File: config.mk
export PLATFORM = sky130hd
export DESIGN_NAME = rv32_ctrl_fsm
export DESIGN_NICKNAME = d
export VERILOG_FILES = /design/src/rtl/rv32_ctrl_fsm_pkg.sv /design/src/rtl/rv32_opcode_class.sv /design/src/rtl/rv32_ctrl_fsm.sv
export SDC_FILE = /design/constraint.sdc
export NUM_CORES = 1
export LEC_CHECK = 0
export CAP_MARGIN = 10
export CORE_ASPECT_RATIO = 0.5
export CORE_UTILIZATION = 60
export DETAILED_ROUTE_END_ITERATION = 10
export DONT_BUFFER_PORTS = 1
export PLACE_DENSITY = 0.76
export SYNTH_ARGS = -nofsm -noshare
export SYNTH_HDL_FRONTEND = slang
export SYNTH_SLANG_ARGS = --single-unit
File: constraint.sdc
create_clock -name clk -period 3.01 [get_ports clk]
set_input_delay 0.4515 -clock clk [delete_from_list [all_inputs] [get_ports clk]]
set_output_delay 0.4515 -clock clk [all_outputs]
set_load 0.05 [all_outputs]
File: src/rtl/rv32_ctrl_fsm_pkg.sv
// ---------------------------------------------------------------------------
// rv32_ctrl_fsm_pkg
//   Shared constants for the RV32I multi-cycle control sequencer:
//   opcode and funct3 codes, sequencer state encoding, datapath select
//   encodings, trap causes, the one-hot opcode class record and the
//   registered control-output record.
// ---------------------------------------------------------------------------
package rv32_ctrl_fsm_pkg;

  // RV32I base opcodes (IR[6:0])
  localparam logic [6:0] OPCODE_LUI      = 7'b0110111;
  localparam logic [6:0] OPCODE_AUIPC    = 7'b0010111;
  localparam logic [6:0] OPCODE_JAL      = 7'b1101111;
  localparam logic [6:0] OPCODE_JALR     = 7'b1100111;
  localparam logic [6:0] OPCODE_BRANCH   = 7'b1100011;
  localparam logic [6:0] OPCODE_LOAD     = 7'b0000011;
  localparam logic [6:0] OPCODE_STORE    = 7'b0100011;
  localparam logic [6:0] OPCODE_OP_IMM   = 7'b0010011;
  localparam logic [6:0] OPCODE_OP       = 7'b0110011;
  localparam logic [6:0] OPCODE_MISC_MEM = 7'b0001111;
  localparam logic [6:0] OPCODE_SYSTEM   = 7'b1110011;

  // funct3 codes (IR[14:12]) used by the branch comparator and SYSTEM decode
  localparam logic [2:0] F3_BEQ  = 3'b000;
  localparam logic [2:0] F3_BNE  = 3'b001;
  localparam logic [2:0] F3_BLT  = 3'b100;
  localparam logic [2:0] F3_BGE  = 3'b101;
  localparam logic [2:0] F3_BLTU = 3'b110;
  localparam logic [2:0] F3_BGEU = 3'b111;
  localparam logic [2:0] F3_PRIV = 3'b000;

  // Sequencer states
  typedef enum logic [2:0] {
    ST_FETCH     = 3'd0,
    ST_DECODE    = 3'd1,
    ST_EXECUTE   = 3'd2,
    ST_MEM       = 3'd3,
    ST_WRITEBACK = 3'd4,
    ST_TRAP      = 3'd5
  } state_e;

  // ALU operand A select
  localparam logic [1:0] OP1_RS1  = 2'd0;
  localparam logic [1:0] OP1_PC   = 2'd1;
  localparam logic [1:0] OP1_ZERO = 2'd2;

  // ALU operand B select
  localparam logic [1:0] OP2_RS2  = 2'd0;
  localparam logic [1:0] OP2_IMM  = 2'd1;
  localparam logic [1:0] OP2_FOUR = 2'd2;

  // Register-file write-back source
  localparam logic [1:0] WB_ALU = 2'd0;
  localparam logic [1:0] WB_MEM = 2'd1;
  localparam logic [1:0] WB_PC4 = 2'd2;

  // Next-PC source
  localparam logic PC_PLUS4 = 1'b0;
  localparam logic PC_ALU   = 1'b1;

  // Trap causes
  localparam logic [1:0] CAUSE_NONE        = 2'd0;
  localparam logic [1:0] CAUSE_ILLEGAL     = 2'd1;
  localparam logic [1:0] CAUSE_ECALL       = 2'd2;
  localparam logic [1:0] CAUSE_MEM_TIMEOUT = 2'd3;

  // One-hot instruction class; all-zero means the opcode is illegal
  typedef struct packed {
    logic lui;
    logic auipc;
    logic jal;
    logic jalr;
    logic branch;
    logic load;
    logic store;
    logic op_imm;
    logic op;
    logic misc_mem;
    logic system;
  } op_class_t;

  // Registered control outputs. br_exec marks the EXECUTE cycle of a branch,
  // where pc_sel is taken live from the comparator.
  typedef struct packed {
    logic       mem_req;
    logic       mem_we;
    logic       mem_addr_sel;
    logic       pc_we;
    logic       pc_sel;
    logic       rf_we;
    logic [1:0] wb_sel;
    logic [1:0] op1_sel;
    logic [1:0] op2_sel;
    logic       alu_en;
    logic       br_exec;
    logic       trap;
    logic [1:0] trap_cause;
  } ctrl_out_t;

endpackage

File: src/rtl/rv32_opcode_class.sv
// ---------------------------------------------------------------------------
// rv32_opcode_class
//   Combinational RV32I opcode classifier.
//   Ports:
//     opcode_i   in  [6:0]       IR[6:0]
//     cls_o      out op_class_t  one-hot instruction class
//     illegal_o  out             opcode is not an RV32I base opcode
// ---------------------------------------------------------------------------
module rv32_opcode_class
  import rv32_ctrl_fsm_pkg::*;
(
  input  logic [6:0] opcode_i,
  output op_class_t  cls_o,
  output logic       illegal_o
);

  always_comb begin
    cls_o = '0;
    case (opcode_i)
      OPCODE_LUI:      cls_o.lui      = 1'b1;
      OPCODE_AUIPC:    cls_o.auipc    = 1'b1;
      OPCODE_JAL:      cls_o.jal      = 1'b1;
      OPCODE_JALR:     cls_o.jalr     = 1'b1;
      OPCODE_BRANCH:   cls_o.branch   = 1'b1;
      OPCODE_LOAD:     cls_o.load     = 1'b1;
      OPCODE_STORE:    cls_o.store    = 1'b1;
      OPCODE_OP_IMM:   cls_o.op_imm   = 1'b1;
      OPCODE_OP:       cls_o.op       = 1'b1;
      OPCODE_MISC_MEM: cls_o.misc_mem = 1'b1;
      OPCODE_SYSTEM:   cls_o.system   = 1'b1;
      default:         cls_o          = '0;
    endcase
  end

  assign illegal_o = (cls_o == '0);

endmodule

File: src/rtl/rv32_ctrl_fsm.sv
// ---------------------------------------------------------------------------
// rv32_ctrl_fsm
//   Multi-cycle RV32I control sequencer: FETCH -> DECODE -> EXECUTE ->
//   [MEM] -> [WRITEBACK] -> FETCH, with a sticky TRAP state left only by rst.
//
//   Memory handshake: mem_req is valid, mem_ready is ready. A transfer
//   completes in a cycle where both are 1. Once raised, mem_req and its
//   qualifiers (mem_we, mem_addr_sel) stay stable until that cycle, unless
//   rst or the wait-timeout trap ends the request.
//
//   Control outputs come from registers loaded with the decode of the next
//   state. ir_we, the store-completion pc_we and the branch pc_sel are the
//   only outputs that also look at live inputs (mem_ready / br_taken).
//   Reset zeroes every output register, so the first FETCH cycle after rst
//   is quiet (mem_req=0) and the request rises one cycle later.
//
//   Parameters: MEM_TIMEOUT (max wait cycles, 0 = no timeout),
//               CNT_W (wait-counter width, must hold MEM_TIMEOUT).
//   Ports: clk, rst (sync, active-high); opcode, funct3 (IR fields);
//          br_taken; mem_ready; mem_req, mem_we, mem_addr_sel; ir_we;
//          pc_we, pc_sel; rf_we, wb_sel; op1_sel, op2_sel, alu_en;
//          trap, trap_cause; state_dbg (current state, debug).
//   Optional: define CTRL_PERF_CNT_EN to add cycle_cnt and instret_cnt.
// ---------------------------------------------------------------------------
module rv32_ctrl_fsm
  import rv32_ctrl_fsm_pkg::*;
#(
  parameter int unsigned MEM_TIMEOUT = 255,
  parameter int unsigned CNT_W       = 8
) (
  input  logic        clk,
  input  logic        rst,
  input  logic [6:0]  opcode,
  input  logic [2:0]  funct3,
  input  logic        br_taken,
  input  logic        mem_ready,
  output logic        mem_req,
  output logic        mem_we,
  output logic        mem_addr_sel,
  output logic        ir_we,
  output logic        pc_we,
  output logic        pc_sel,
  output logic        rf_we,
  output logic [1:0]  wb_sel,
  output logic [1:0]  op1_sel,
  output logic [1:0]  op2_sel,
  output logic        alu_en,
  output logic        trap,
  output logic [1:0]  trap_cause,
`ifdef CTRL_PERF_CNT_EN
  output logic [31:0] cycle_cnt,
  output logic [31:0] instret_cnt,
`endif
  output state_e      state_dbg
);

  state_e           state_q, state_d;
  logic [CNT_W-1:0] wait_q, wait_d;
  ctrl_out_t        out_q, out_d;
  logic [1:0]       cause_d;

  op_class_t cls;
  logic      illegal;

  // Every SYSTEM opcode traps, so funct3 is not needed for sequencing.
  logic unused_f3;
  assign unused_f3 = ^funct3;

  rv32_opcode_class u_class (
    .opcode_i  (opcode),
    .cls_o     (cls),
    .illegal_o (illegal)
  );

  logic req_done, req_stall, timeout;
  assign req_done  = out_q.mem_req & mem_ready;
  assign req_stall = out_q.mem_req & ~mem_ready;
  // A ready in the limit cycle wins because timeout needs the stall.
  assign timeout   = (MEM_TIMEOUT != 0) && req_stall &&
                     (wait_q == CNT_W'(MEM_TIMEOUT));

  always_comb begin
    state_d = state_q;
    cause_d = out_q.trap_cause;
    wait_d  = wait_q;
    out_d   = '0;

    // Next state
    case (state_q)
      ST_FETCH: begin
        if (req_done) begin
          state_d = ST_DECODE;
        end else if (timeout) begin
          state_d = ST_TRAP;
          cause_d = CAUSE_MEM_TIMEOUT;
        end
      end
      ST_DECODE: begin
        if (illegal) begin
          state_d = ST_TRAP;
          cause_d = CAUSE_ILLEGAL;
        end else begin
          state_d = ST_EXECUTE;
        end
      end
      ST_EXECUTE: begin
        if (cls.system) begin
          state_d = ST_TRAP;
          cause_d = CAUSE_ECALL;
        end else if (cls.branch || cls.misc_mem) begin
          state_d = ST_FETCH;
        end else if (cls.load || cls.store) begin
          state_d = ST_MEM;
        end else begin
          state_d = ST_WRITEBACK;
        end
      end
      ST_MEM: begin
        if (req_done) begin
          state_d = cls.load ? ST_WRITEBACK : ST_FETCH;
        end else if (timeout) begin
          state_d = ST_TRAP;
          cause_d = CAUSE_MEM_TIMEOUT;
        end
      end
      ST_WRITEBACK: state_d = ST_FETCH;
      ST_TRAP:      state_d = ST_TRAP;
      default:      state_d = ST_FETCH;
    endcase

    // Wait counter: restart on entry to a requesting state, saturate.
    if ((state_d != state_q) && (state_d == ST_FETCH || state_d == ST_MEM)) begin
      wait_d = '0;
    end else if (req_stall && (wait_q != {CNT_W{1'b1}})) begin
      wait_d = wait_q + CNT_W'(1);
    end

    // Output decode for the state being entered
    case (state_d)
      ST_FETCH: begin
        out_d.mem_req = 1'b1;
      end
      ST_EXECUTE: begin
        out_d.alu_en = 1'b1;
        if (cls.lui) begin
          out_d.op1_sel = OP1_ZERO;
          out_d.op2_sel = OP2_IMM;
        end else if (cls.auipc || cls.jal || cls.branch) begin
          out_d.op1_sel = OP1_PC;
          out_d.op2_sel = OP2_IMM;
        end else if (cls.jalr || cls.load || cls.store || cls.op_imm) begin
          out_d.op1_sel = OP1_RS1;
          out_d.op2_sel = OP2_IMM;
        end else if (cls.op) begin
          out_d.op1_sel = OP1_RS1;
          out_d.op2_sel = OP2_RS2;
        end
        out_d.pc_we   = cls.branch | cls.misc_mem;
        out_d.br_exec = cls.branch;
      end
      ST_MEM: begin
        out_d.mem_req      = 1'b1;
        out_d.mem_addr_sel = 1'b1;
        out_d.mem_we       = cls.store;
      end
      ST_WRITEBACK: begin
        out_d.rf_we = 1'b1;
        out_d.pc_we = 1'b1;
        if (cls.jal || cls.jalr) begin
          out_d.wb_sel = WB_PC4;
          out_d.pc_sel = PC_ALU;
        end else if (cls.load) begin
          out_d.wb_sel = WB_MEM;
          out_d.pc_sel = PC_PLUS4;
        end else begin
          out_d.wb_sel = WB_ALU;
          out_d.pc_sel = PC_PLUS4;
        end
      end
      ST_TRAP: begin
        out_d.trap       = 1'b1;
        out_d.trap_cause = cause_d;
      end
      default: out_d = '0;
    endcase
  end

`ifdef CTRL_PERF_CNT_EN
  logic [31:0] cycle_q, instret_q;
`endif

  always_ff @(posedge clk) begin
    if (rst) begin
      state_q <= ST_FETCH;
      wait_q  <= '0;
      out_q   <= '0;
    end else begin
      state_q <= state_d;
      wait_q  <= wait_d;
      out_q   <= out_d;
    end
`ifdef CTRL_PERF_CNT_EN
    if (rst) begin
      cycle_q   <= '0;
      instret_q <= '0;
    end else if (state_q != ST_TRAP) begin
      cycle_q <= cycle_q + 32'd1;
      if (pc_we) instret_q <= instret_q + 32'd1;
    end
`endif
  end

  assign mem_req      = out_q.mem_req;
  assign mem_we       = out_q.mem_we;
  assign mem_addr_sel = out_q.mem_addr_sel;
  assign ir_we        = (state_q == ST_FETCH) & req_done;
  // Store retires on the mem_ready of its MEM cycle.
  assign pc_we        = out_q.pc_we | ((state_q == ST_MEM) & out_q.mem_we & req_done);
  assign pc_sel       = out_q.pc_sel | (out_q.br_exec & br_taken);
  assign rf_we        = out_q.rf_we;
  assign wb_sel       = out_q.wb_sel;
  assign op1_sel      = out_q.op1_sel;
  assign op2_sel      = out_q.op2_sel;
  assign alu_en       = out_q.alu_en;
  assign trap         = out_q.trap;
  assign trap_cause   = out_q.trap_cause;
  assign state_dbg    = state_q;

`ifdef CTRL_PERF_CNT_EN
  assign cycle_cnt   = cycle_q;
  assign instret_cnt = instret_q;
`endif

endmodule

==> metrics.txt <==
status=complete, no violations; sink of the worst hold path=state_dbg[0]; cell count after synthesis=185; Syn-to-layout area delta=3.31%; syn avg cell area=8.59 um^2; Slew Limit Headroom=0.484; count leader, synth=dfxtp_1; Yosys top cell area share=0.328; GR Util met3=0.0632; number of flops mapped to enable cells by yosys=0; Pwr Density=503 mW/mm^2; worst reg2reg startpoint=state_dbg[1]; crit path from=state_dbg[1]; VDD IR max=0.344 mV; dpl cells=210; crit path max fanout=10; hold violation count in the final report=0; Setup-failing EPs final=0; setup bufs post-CTS=0; Final Instance Count excl. Fillers=214; Static Leak=0.613 nW; first-pass GRT wire length=5.40 mm; Post-synth top flop=dfxtp_1; Root Driver=clkbuf_8; register area share after synthesis=0.328; Bufs and invs on worst path=1; Max-cap violations=0; post-synth top area cell=dfxtp_1; synthesized cell area=0.00159 mm^2; Setup TNS=0 ns; largest net degree at the start of global routing=16; Die Height=38.4 um; WS Path Type=flip-flop to flip-flop; CTS sink count=26; WL/cell=15.5 um; Synth Register Bits=26; Startpoint Class=flip-flop; Unique masters post-synth=65; crit-path max cell delay=0.56 ns; drt via density=6.27; minimum clock period=2.43 ns; CP dominant cell by count=a211oi_1; synth top area cells=dfxtp_1 33%, buf_4 4.7%, nor2_1 4.5%, a311oi_1 3.3%, nand2_1 3.1%; gr usage total=0.257; clock skew=0.00591 ns; CP required=3.15 ns; DPL Wire Length=2.37 mm; met1 usage=0.316; ys async rst share=0; Worst R2R Path Depth=6; initial antenna violation count=0; Worst-path clk slew=0.09 ns; HP Start=rst; vias in the first global route=1,220; R2R Setup Slk=0.58 ns; final slew viol count=0; worst slack, placed=0.635 ns; Hold-fix buffers, CTS=0; I/O Pins=34; Hold Path Cell Cnt=1; GRT overflow=0; Reg-to-Reg End=wait_q[5]; drt drc=0; crit-path cells=buf_4 > o32ai_1 > a211oi_1 > a211oi_1 > a21oi_2 > a311oi_1; share of cells above drive strength 1=0.156; Initial Util=0.674; RSZ-0062 raised after global routing=false; CP top delay family=compound AO/OA/AOI/OAI gates; Area after DPL=0.00157 mm^2; Die X=74.8 um; Post-DRT Antenna Nets=0; 1st-iter DRT viols=69; CTS tree=built; Commonest cells post-synth=26 x dfxtp_1, 19 x nor2_1, 13 x nand2_1; n_diodes=0; Nets=195; DR pass1 iterations=4; H-tree depth=1; Core Box Area=0.00236 mm^2; CP max-delay cell=a211oi_1; CP Capture Type=flip-flop; Final Worst Setup Slack=0.579 ns; Num CTS Buffers=3; fmax=411 MHz; Worst Path Arrival=2.57 ns; post-layout instance area=0.00164 mm^2; Synth warnings=0; Final Cycle Share=0.808; # rows=12; FILL cells=194; GPL Wtd Cong=0.821; Die ar.=0.00287 mm^2; syn_nets=200; min-delay worst type=input port to flip-flop; Routed WL=3.31 mm; GR Util met2=0.455; slew of the pin with the lowest slew margin=0.767 ns; clk_lat worst skew=0.27 ns; PostCTS Resize Cnt=0; GR peak layer=met2; CTS Buffer Depth=2; port bufs=0; via count=1,341
[cell usage in the layout, fill, tap and decap left out, types with 2 or more instances in the layout]
cell / count
or2_2: 3
or3_1: 2
nor2_1: 19
o21ai_0: 4
a21oi_2: 2
nor2b_1: 4
nand2_1: 13
nand3b_1: 2
a31oi_1: 2
and2_1: 6
a21boi_1: 2
and3_1: 2
a21oi_1: 8
buf_4: 6
nor3_1: 5
xor2_1: 3
a211o_1: 2
inv_1: 4
nor4bb_1: 2
xnor2_1: 3
dfxtp_1: 26
or4_1: 2
nand3_1: 3
nand2b_1: 5
a311oi_1: 6
a21o_1: 2
a211oi_1: 2
nor4_1: 2
clkbuf_8: 3
[flip-flops by register name (all words and copies together), names as in the netlist, 2 cells and up]
name,count
op1_sel,2
out_q,3
state_dbg,3
trap_cause,2
wait_q,8
[layout make-up]
| type | count | area [um^2] | area share |
|---|---|---|---|
| Clock buffer | 3 | 41.3 | 0.0252 |
| Tap cell | 35 | 43.8 | 0.0267 |
| Timing Repair Buffer | 6 | 45.0 | 0.0274 |
| Multi-Input combinational cell | 139 | 946 | 0.576 |
| Clock inverter | 1 | 30.0 | 0.0183 |
| Sequential cell | 26 | 520 | 0.317 |
| Inverter | 4 | 15.0 | 0.00915 |
[metrics by stage]
stage | power (W) | hold slack [ns] | utilization
6_report | 0.000825 | 0.239 | 0.696
5_1_grt | 0.000858 | 0.224 | 0.696
4_1_cts | 0.000826 | 0.239 | 0.696
3_5_place_dp | 0.000545 | 0.529 | 0.666
3_3_place_gp | 0.000543 | 0.526 | 0.666
2_1_floorplan | 0.000518 | 0.449 | -
[kinds of logic (layout without fill, tap and decap cells)]
family                   count (synthesis)  after routing  share of synthesized area
AND/OR/NAND/NOR                         83             83                      0.307
AO/OA/AOI/OAI                           48             48                      0.245
flip-flops                              26             26                      0.328
buffers and inverters                   20             14                     0.0772
XOR/XNOR                                 6              6                     0.0331
adder cells (fa/ha/maj)                  1              1                    0.00787
other                                    1              1                    0.00236
[worst reg2reg max path, stage by stage, from the launching register on]
cell and delay [ns]:
dfxtp_1 0.52, buf_4 0.30, o32ai_1 0.14, a211oi_1 0.56, a211oi_1 0.19, a21oi_2 0.43, a311oi_1 0.16
[report_power, final]
part,leakage [nW],internal [W],switching (W),total [W]
Combinational,0.367,0.0000546,0.000110,0.000164
Sequential,0.210,0.000355,0.0000205,0.000376
Clock,0.0357,0.000178,0.000107,0.000285
Total,0.613,0.000588,0.000238,0.000825
[how the worst max path moves through the flow]
stage,endpoint,cells past startpoint,slack [ns]
4_1_cts,wait_q[5],6,0.60
6_report,wait_q[5],6,0.58
3_3_place_gp,wait_q[4],6,0.64
3_5_place_dp,wait_q[5],6,0.64
5_1_grt,wait_q[7],6,0.39
2_1_floorplan,trap_cause[1],6,0.59
[per-layer routing]
layer  share of wire  routed length, um
met4          0.0036                 12
met2            0.47               1570
met3           0.060                200
met1            0.46               1530
met5               0                  0
Note: power is estimated with default switching activity, not from simulation.
